<file path="src/rtl/qif_tick_scheduler_pkg.sv">
// Shared types, defaults and the saturating helper for the QIF tick scheduler.
package qif_pkg;

    typedef logic signed [7:0]  vmem_t;
    typedef logic signed [10:0] acc_t;

    localparam vmem_t V_TH_DEFAULT    = 8'sd50;
    localparam vmem_t V_RESET_DEFAULT = -8'sd20;

    typedef enum logic [2:0] {
        IDLE,
        FETCH,
        UPDATE,
        EMIT,
        DONE
    } sched_state_t;

    // Clamp an 11-bit signed sum into the 8-bit membrane range.
    function automatic vmem_t sat8(input acc_t x);
        if (x > 11'sd127) begin
            return 8'sd127;
        end else if (x < -11'sd128) begin
            return -8'sd128;
        end else begin
            return vmem_t'(x[7:0]);
        end
    endfunction

endpackage

</file>
<file path="src/rtl/qif_tick_scheduler_update_core.sv">
// qif_update_core: combinational single-neuron QIF step (threshold/reset or
// saturating quadratic integrate). Refractory ports exist only when
// QIF_SCHED_REFRACTORY_EN is defined.
module qif_update_core
    import qif_pkg::*;
#(
    parameter vmem_t V_TH    = V_TH_DEFAULT,
    parameter vmem_t V_RESET = V_RESET_DEFAULT
`ifdef QIF_SCHED_REFRACTORY_EN
    , parameter logic [1:0] REFRACT_CYC = 2'd2
`endif
) (
    input  logic signed [7:0] v,
    input  logic signed [7:0] i_syn,
`ifdef QIF_SCHED_REFRACTORY_EN
    input  logic [1:0]        refr,
    output logic [1:0]        refr_next,
`endif
    output logic signed [7:0] v_next,
    output logic              spike
);

    acc_t v_x;
    acc_t vs_x;
    acc_t i_x;
    acc_t sum;

    // Threshold test first; otherwise V + (V>>>3)^2 + (I>>>2), saturated.
    always_comb begin
        v_x    = acc_t'(v);
        vs_x   = acc_t'(v >>> 3);
        i_x    = acc_t'(i_syn >>> 2);
        sum    = v_x + vs_x * vs_x + i_x;
        v_next = sat8(sum);
        spike  = 1'b0;
`ifdef QIF_SCHED_REFRACTORY_EN
        refr_next = '0;
        if (refr != 2'd0) begin
            v_next    = V_RESET;
            refr_next = refr - 2'd1;
        end else if (v >= V_TH) begin
            v_next    = V_RESET;
            spike     = 1'b1;
            refr_next = REFRACT_CYC;
        end
`else
        if (v >= V_TH) begin
            v_next = V_RESET;
            spike  = 1'b1;
        end
`endif
    end

endmodule

</file>
<file path="src/rtl/qif_tick_scheduler.sv">
// qif_tick_scheduler: sweeps one QIF update core across N_NEURONS virtual
// neurons per tick, fetching I_syn per neuron and emitting spike events on a
// valid/ready stream. Optional per-neuron refractory counters are enabled by
// the macro QIF_SCHED_REFRACTORY_EN. rst_n is a synchronous active-high reset.
module qif_tick_scheduler
    import qif_pkg::*;
#(
    parameter int unsigned      N_NEURONS = 16,
    parameter int unsigned      IDX_W     = $clog2(N_NEURONS),
    parameter logic signed [7:0] V_TH     = V_TH_DEFAULT,
    parameter logic signed [7:0] V_RESET  = V_RESET_DEFAULT
`ifdef QIF_SCHED_REFRACTORY_EN
    , parameter int unsigned    REFRACT_CYC = 2
`endif
) (
    input  logic                    clk,
    input  logic                    rst_n,
    input  logic                    tick_start,
    output logic                    busy,
    output logic                    tick_done,
    output logic                    isyn_req,
    output logic [IDX_W-1:0]        isyn_idx,
    input  logic                    isyn_valid,
    input  logic signed [7:0]       isyn_data,
    output logic                    spike_valid,
    output logic [IDX_W-1:0]        spike_idx,
    input  logic                    spike_ready,
    input  logic [IDX_W-1:0]        rd_idx,
    output logic signed [7:0]       rd_vmem
);

    sched_state_t     state;
    sched_state_t     state_next;
    logic [IDX_W-1:0] idx;
    logic [IDX_W-1:0] idx_next;
    logic             last;
    logic             upd_en;
    vmem_t            isyn_q;
    vmem_t            vmem [N_NEURONS];
    vmem_t            v_next;
    logic             spike;
`ifdef QIF_SCHED_REFRACTORY_EN
    logic [1:0]       refr [N_NEURONS];
    logic [1:0]       refr_next;
`endif

    assign last      = (idx == IDX_W'(N_NEURONS - 1));
    assign isyn_idx  = idx;
    assign spike_idx = idx;

    qif_update_core #(
        .V_TH        (V_TH),
        .V_RESET     (V_RESET)
`ifdef QIF_SCHED_REFRACTORY_EN
        , .REFRACT_CYC (2'(REFRACT_CYC))
`endif
    ) u_core (
        .v         (vmem[idx]),
        .i_syn     (isyn_q),
`ifdef QIF_SCHED_REFRACTORY_EN
        .refr      (refr[idx]),
        .refr_next (refr_next),
`endif
        .v_next    (v_next),
        .spike     (spike)
    );

    // FSM state and neuron index register.
    always_ff @(posedge clk) begin
        if (rst_n) begin
            state <= IDLE;
            idx   <= '0;
        end else begin
            state <= state_next;
            idx   <= idx_next;
        end
    end

    // Next-state, index advance and handshake outputs.
    always_comb begin
        state_next  = state;
        idx_next    = idx;
        upd_en      = 1'b0;
        busy        = 1'b1;
        tick_done   = 1'b0;
        isyn_req    = 1'b0;
        spike_valid = 1'b0;
        case (state)
            IDLE: begin
                busy = 1'b0;
                if (tick_start) begin
                    state_next = FETCH;
                    idx_next   = '0;
                end
            end
            FETCH: begin
                isyn_req = 1'b1;
                if (isyn_valid) begin
                    state_next = UPDATE;
                end
            end
            UPDATE: begin
                upd_en = 1'b1;
                if (spike) begin
                    state_next = EMIT;
                end else if (last) begin
                    state_next = DONE;
                end else begin
                    idx_next   = idx + IDX_W'(1);
                    state_next = FETCH;
                end
            end
            EMIT: begin
                spike_valid = 1'b1;
                if (spike_ready) begin
                    if (last) begin
                        state_next = DONE;
                    end else begin
                        idx_next   = idx + IDX_W'(1);
                        state_next = FETCH;
                    end
                end
            end
            DONE: begin
                tick_done  = 1'b1;
                state_next = IDLE;
            end
            default: state_next = IDLE;
        endcase
    end

    // I_syn capture and state-array write-back.
    always_ff @(posedge clk) begin
        if (rst_n) begin
            isyn_q <= '0;
            for (int unsigned n = 0; n < N_NEURONS; n++) begin
                vmem[n] <= V_RESET;
`ifdef QIF_SCHED_REFRACTORY_EN
                refr[n] <= '0;
`endif
            end
        end else begin
            if (state == FETCH && isyn_valid) begin
                isyn_q <= isyn_data;
            end
            if (upd_en) begin
                vmem[idx] <= v_next;
`ifdef QIF_SCHED_REFRACTORY_EN
                refr[idx] <= refr_next;
`endif
            end
        end
    end

    // Debug read port; out-of-range addresses read as zero.
    always_comb begin
        rd_vmem = '0;
        if (32'(rd_idx) < N_NEURONS) begin
            rd_vmem = vmem[rd_idx];
        end
    end

endmodule

</file>
<file path="config.mk">
export PLATFORM = sky130hd
export DESIGN_NAME = qif_tick_scheduler
export DESIGN_NICKNAME = d
export VERILOG_FILES = /design/src/rtl/qif_tick_scheduler_pkg.sv /design/src/rtl/qif_tick_scheduler_update_core.sv /design/src/rtl/qif_tick_scheduler.sv
export SDC_FILE = /design/constraint.sdc
export NUM_CORES = 1
export LEC_CHECK = 0
export BUFFER_PORTS_ARGS = -buffer_cell sky130_fd_sc_hd__buf_2
export CAP_MARGIN = 25
export CORE_MARGIN = 2
export CORE_UTILIZATION = 40
export CTS_BUF_LIST = sky130_fd_sc_hd__clkbuf_4
export DETAILED_ROUTE_END_ITERATION = 8
export PLACE_DENSITY = 0.55
export SYNTH_ARGS = -nofsm -noshare
export SYNTH_HDL_FRONTEND = slang
export SYNTH_SLANG_ARGS = --single-unit
export TNS_END_PERCENT = 10
</file>
<file path="constraint.sdc">
create_clock -name clk -period 16.65 [get_ports clk]
set_input_delay 0.8325 -clock clk [delete_from_list [all_inputs] [get_ports clk]]
set_output_delay 0.8325 -clock clk [all_outputs]
set_load 0.01 [all_outputs]
</file>
==> out/qor.csv, run 1 <==
metric;value;unit
status;complete, no violations;
Detail Route Antenna Nets;0;
vias per inst;6.225;
routability congestion estimate;0.8258;
Antenna diodes;0;
initial antenna violation count;0;
Clk Latency, worst-skew pair;580;ps
hold_buf cts;0;
final setup violation count;0;
total negative setup slack;0;ps
fmax;125.8;MHz
total track usage;20.61;%
Final HPWL DP;18.04;mm
Hold Path Class;in2reg;
Worst Path Required;17050;ps
MaxCap Viol Count;0;
Synth area leaders;edfxtp_1 40%, mux4_2 14%, fa_1 5.2%;
WL final;25.79;mm
GR Overflow Total;0;
Util after Layout;44.08;%
sequential-to-total area share from yosys stat;43.38;%
clk buf depth;2;
Synth cell types;51;
ratio of final minimum period to clock period;47.74;%
Worst Skew;30.11;ps
Resized Gates After CTS;0;
Pre-antenna DRT Iters;5;
post-synth top area share;39.85;%
DR WL/cell;23.58;um
Num CTS Buffers;17;
largest area contributor in the netlist;edfxtp_1;
Main synth FF type;edfxtp_1;
DRC Markers;0;
first-pass GRT wire length;39.94;mm
number of global-route vias before repair;6964;
Die ar.;0.02537;sq mm
nature of the critical path startpoint;flop;
worst rel slew slack;31.07;%
number of flops mapped to enable cells by yosys;128;
TritonCTS clock tree;built;
Slew Viols, Final;0;
Final Hold Viols;0;
CP max stage delay;860;ps
#FFs+latches synth;145;
total setup buffers inserted after CTS;0;
Net Count, Synth;848;
Tightest Pin Transition;1030;ps
Crit Path Max Fanout;98;
share of post-route cells with drive strength above 1;20.00;%
post-synthesis cell count;772;
critical path class;reg2reg;
RSZ-0062 raised after global routing;no;
# port buffers;34;
Initial Utilization;40.97;%
H-tree depth;4;
Avg Cell Area, Syn;12.49;sq um
Die H;159.3;um
CTS Sinks;145;
Period minus WS final;7949;ps
Chip Width;159.3;um
DRT iter0 DRCs;657;
IO Pins;37;
Via Count;6810;
layout overhead on the synthesized area;7.589;%
Post-layout nets;839;
CP Capture Type;flop;
CTS root buf;clkbuf_4;
async set-reset flop share out of synthesis;0;%
mapped cell area;0.009646;sq mm
warnings from Yosys;0;
WP buf/inv;6;
Crit path arrival time;8350;ps
crit-path leading delay family;adder cells;
Core ar.;0.02354;sq mm
Reg clk slew, reported paths;140;ps
CP max-delay cell;nor2b_1;
largest net degree at the start of global routing;113;
std cell rows;56;
worst reg2reg max path, stage by stage (launching register included):
cell and delay [ps]:
dfxtp_1 360, buf_4 320, nor2b_1 870, a221oi_1 310, o21ai_0 430, nand2_1 280
inv_1 230, nor2_1 120, xnor2_1 190, ha_1 280, fa_1 520, fa_1 550
inv_1 60, fa_1 530, inv_1 40, ha_1 330, a21o_1 180, a21oi_1 230
o21bai_1 100, a21oi_1 220, o21ai_0 140, xnor2_1 500, o31ai_4 130, buf_4 230
buf_16 250, a211oi_1 380
kinds of logic after synthesis:
group,Yosys count,share of synthesized area (%)
AOI/OAI and AO/OA,193,15.02
xor gates and xnor gates,16,1.453
adders and majority gates,59,9.599
buffers and inverters,140,6.110
DFF,145,43.38
muxes,92,17.59
and+or+nand+nor,127,6.849
path summary, 6_finish.rpt:
| kind | from | slack, ps | endpoint | depth (start not counted) |
|---|---|---|---|---|
| setup / recovery | flop | 8700 | vmem[10][0] | 25 |
| hold reg to reg | isyn_q[5] | 520 | isyn_q[5] | 2 |
| setup reg to reg | flop | 8700 | vmem[10][0] | 25 |
| hold / removal | isyn_data[5] | 500 | isyn_q[5] | 3 |
cell usage after synthesis, types with 8 or more instances:
library cell	number
edfxtp_1	128
o211ai_1	66
inv_1	62
mux4_2	62
clkbuf_1	54
a211oi_1	43
ha_1	34
mux2i_1	30
nand3_1	29
fa_1	25
nor2_1	23
nand2_1	22
a21oi_1	17
dfxtp_1	17
a21o_1	14
and3_1	14
a221oi_1	12
nand2b_1	12
xnor2_1	11
o21ai_0	8
cell usage in the layout (no fill, tap or decap), drive strengths merged, types with 3 or more instances in the layout:
cell type    n
edfxtp     128
inv         69
o211ai      67
mux4        62
a211oi      49
buf         49
ha          34
nand3       31
mux2i       30
fa          25
nor2        23
nand2       22
a21oi       17
clkbuf      17
dfxtp       17
a21o        14
and3        14
a221oi      12
nand2b      12
xnor2       11
o21ai        8
a22oi        5
xor2         5
o21bai       5
nand4        5
and2         4
nor3         4
nor2b        3
and2b        3
bufinv       3
a31oi        3
clkinv       3
per-stage QoR:
step | std cells | hold slack (ps) | area, sq um | worst slack (ps)
global placement | 1060 | 481.0 | 9988 | 8813
floorplan | 772 | 460.4 | 9646 | 10020
global route | 1094 | 469.2 | 10380 | 8408
CTS | 1092 | 458.7 | 10340 | 8668
detailed placement | 1061 | 494.7 | 10020 | 8677
finish | 1094 | 495.2 | 10380 | 8701
sequential cells by signal, summed over array words and instances, names as in the netlist, named ones only:
signal    cells
isyn_idx      4
isyn_q        6
vmem        128
state         3
cell type report:
type | instances | area, sq um
clock buffer | 17 | 127.6
timing repair buffer | 49 | 322.8
clock inverter | 14 | 198.9
inverter | 63 | 236.5
sequential | 145 | 4185
tap | 319 | 399.1
multi-input combinational | 487 | 4907
fill | 2241 | 13170
per-layer routing:
layer	share of wire [%]	GRT usage (%)
met5	0	0
met4	3.1	7.645
met3	5.4	3.360
met2	48	33.60
met1	43	27.88
Power of run 1 is not shown: default switching activity piles up to over one toggle a cycle in this logic, so the estimate is an artifact.
==> run 2, diff against run 1 <==
Clock period 16.65 ns to 7.9 ns, I/O delays scaled along.
==> run 2 against run 1 <==
Compared with the run above:
- wire length shrank 0.50%
- critical path depth shrank 4
- register-to-register slack worse by 8000 ps
- sequential share of layout area grew 0.13 points
- global-route usage about the same
- critical path type unchanged
==> out/qor.csv, run 2 (synthesis gave the netlist of run 1 again) <==
metric;value;unit
hold_sp;isyn_data[7];
Biggest register;vmem;
Worst Hold Path EP;isyn_q[7];
Worst R2R End;vmem[2][7];
share of post-route cells with drive strength above 1;20.28;%
Period minus WS final;7241;ps
total negative setup slack;0;ps
nature of the critical path startpoint;flop;
R2R setup slack;660;ps
fmax;138.1;MHz
DRC Markers;0;
Worst Path Required;8190;ps
largest net degree at the start of global routing;113;
Initial Utilization;40.97;%
Chip Width;159.3;um
Reg clk slew, reported paths;140;ps
most frequent cells in the layout;128 x edfxtp_1, 66 x o211ai_1, 62 x mux4_2, 62 x inv_1, 43 x a211oi_1;
first-pass GRT wire length;39.99;mm
DR WL/cell;23.38;um
hold depth;3;
commonest non-fill, non-tap cell in the layout;edfxtp_1;
Slew Viols, Final;0;
Tightest Pin Transition;914.1;ps
DRT iter0 DRCs;540;
Via Count;6743;
MaxCap Viol Count;0;
initial antenna violation count;0;
routability congestion estimate;0.8112;
multi-input logic area;0.004907;sq mm
status;complete, no violations;
RSZ-0062 raised after global routing;no;
Final Hold Viols;0;
WL final;25.67;mm
Num CTS Buffers;17;
Detail Route Antenna Nets;0;
Die ar.;0.02537;sq mm
CP Capture Type;flop;
GR Overflow Total;0;
vias per inst;6.141;
r2r worst-path depth;21;
std cell rows;56;
ratio of final minimum period to clock period;91.66;%
Clk Latency, worst-skew pair;580;ps
Filler Cell Count;2214;
Largest register FFs;128;
number of global-route vias before repair;6914;
Crit Path Max Fanout;30;
total track usage;20.59;%
Pre-antenna DRT Iters;5;
CTS Sinks;145;
Post-layout nets;842;
final setup violation count;0;
total setup buffers inserted after CTS;0;
Crit path arrival time;7530;ps
clk buf depth;2;
Worst Skew;30.06;ps
Antenna diodes;0;
register area;0.004185;sq mm
worst rel slew slack;39.06;%
Hold Path Class;in2reg;
Core ar.;0.02354;sq mm
Die H;159.3;um
IO Pins;37;
hold_buf cts;0;
TritonCTS clock tree;built;
Resized Gates After CTS;0;
H-tree depth;4;
layout overhead on the synthesized area;7.251;%
Final HPWL DP;17.87;mm
# port buffers;34;
critical path class;reg2reg;
CTS root buf;clkbuf_4;
==> run 2: routing by layer <==
metal / wire (um) / part of all wire [%] / global-route usage, %
met1: 11120 / 43 / 28.04
met2: 12580 / 49 / 34.33
met3: 1450 / 5.6 / 2.683
met4: 522 / 2.0 / 6.653
met5: 0 / 0 / 0
==> run 2: area by class of cell <==
type	count	share of cell area, %
multi-input combinational	487	47.44
clock inverter	15	1.415
clock buffer	17	1.234
sequential	145	40.46
tap	319	3.858
timing repair buffer	52	3.314
inverter	63	2.286
==> run 2: worst max path at each step <==
stage | endpoint | slack [ps]
after floorplan | vmem[14][2] | 1270
after global placement | vmem[6][7] | 730
after detailed placement | vmem[2][7] | 630
after CTS | vmem[2][7] | 610
after global routing | vmem[6][7] | 250
final | vmem[2][7] | 660
==> run 2: metrics by stage <==
| step | utilization [%] | worst slack, ps | instances | hold WS (ps) | cell area [sq um] |
|---|---|---|---|---|---|
| floorplan | - | 1274 | 772 | 460.4 | 9646 |
| global placement | 42.71 | 734.5 | 1064 | 483.2 | 10060 |
| detailed placement | 42.71 | 631.1 | 1064 | 501.8 | 10060 |
| CTS | 43.88 | 609.1 | 1096 | 19.05 | 10330 |
| global route | 43.94 | 245.6 | 1098 | 26.82 | 10340 |
| finish | 43.94 | 658.9 | 1098 | 55.02 | 10340 |
==> run 2: critical path, cell delays in order (launching register included) <==
cell and delay (ps):
dfxtp_2 570, buf_12 300, mux4_2 580, mux4_2 580, inv_1 160, nor2_1 100
xnor2_1 210, ha_1 280, fa_1 510, fa_1 560, inv_1 60, fa_1 530
inv_1 40, ha_1 330, a21o_1 170, a21oi_1 220, o21bai_1 100, a21oi_1 220
o21ai_0 140, xnor2_1 500, and2_1 610, nand3_1 160
Power of run 2 is left out for the same reason.
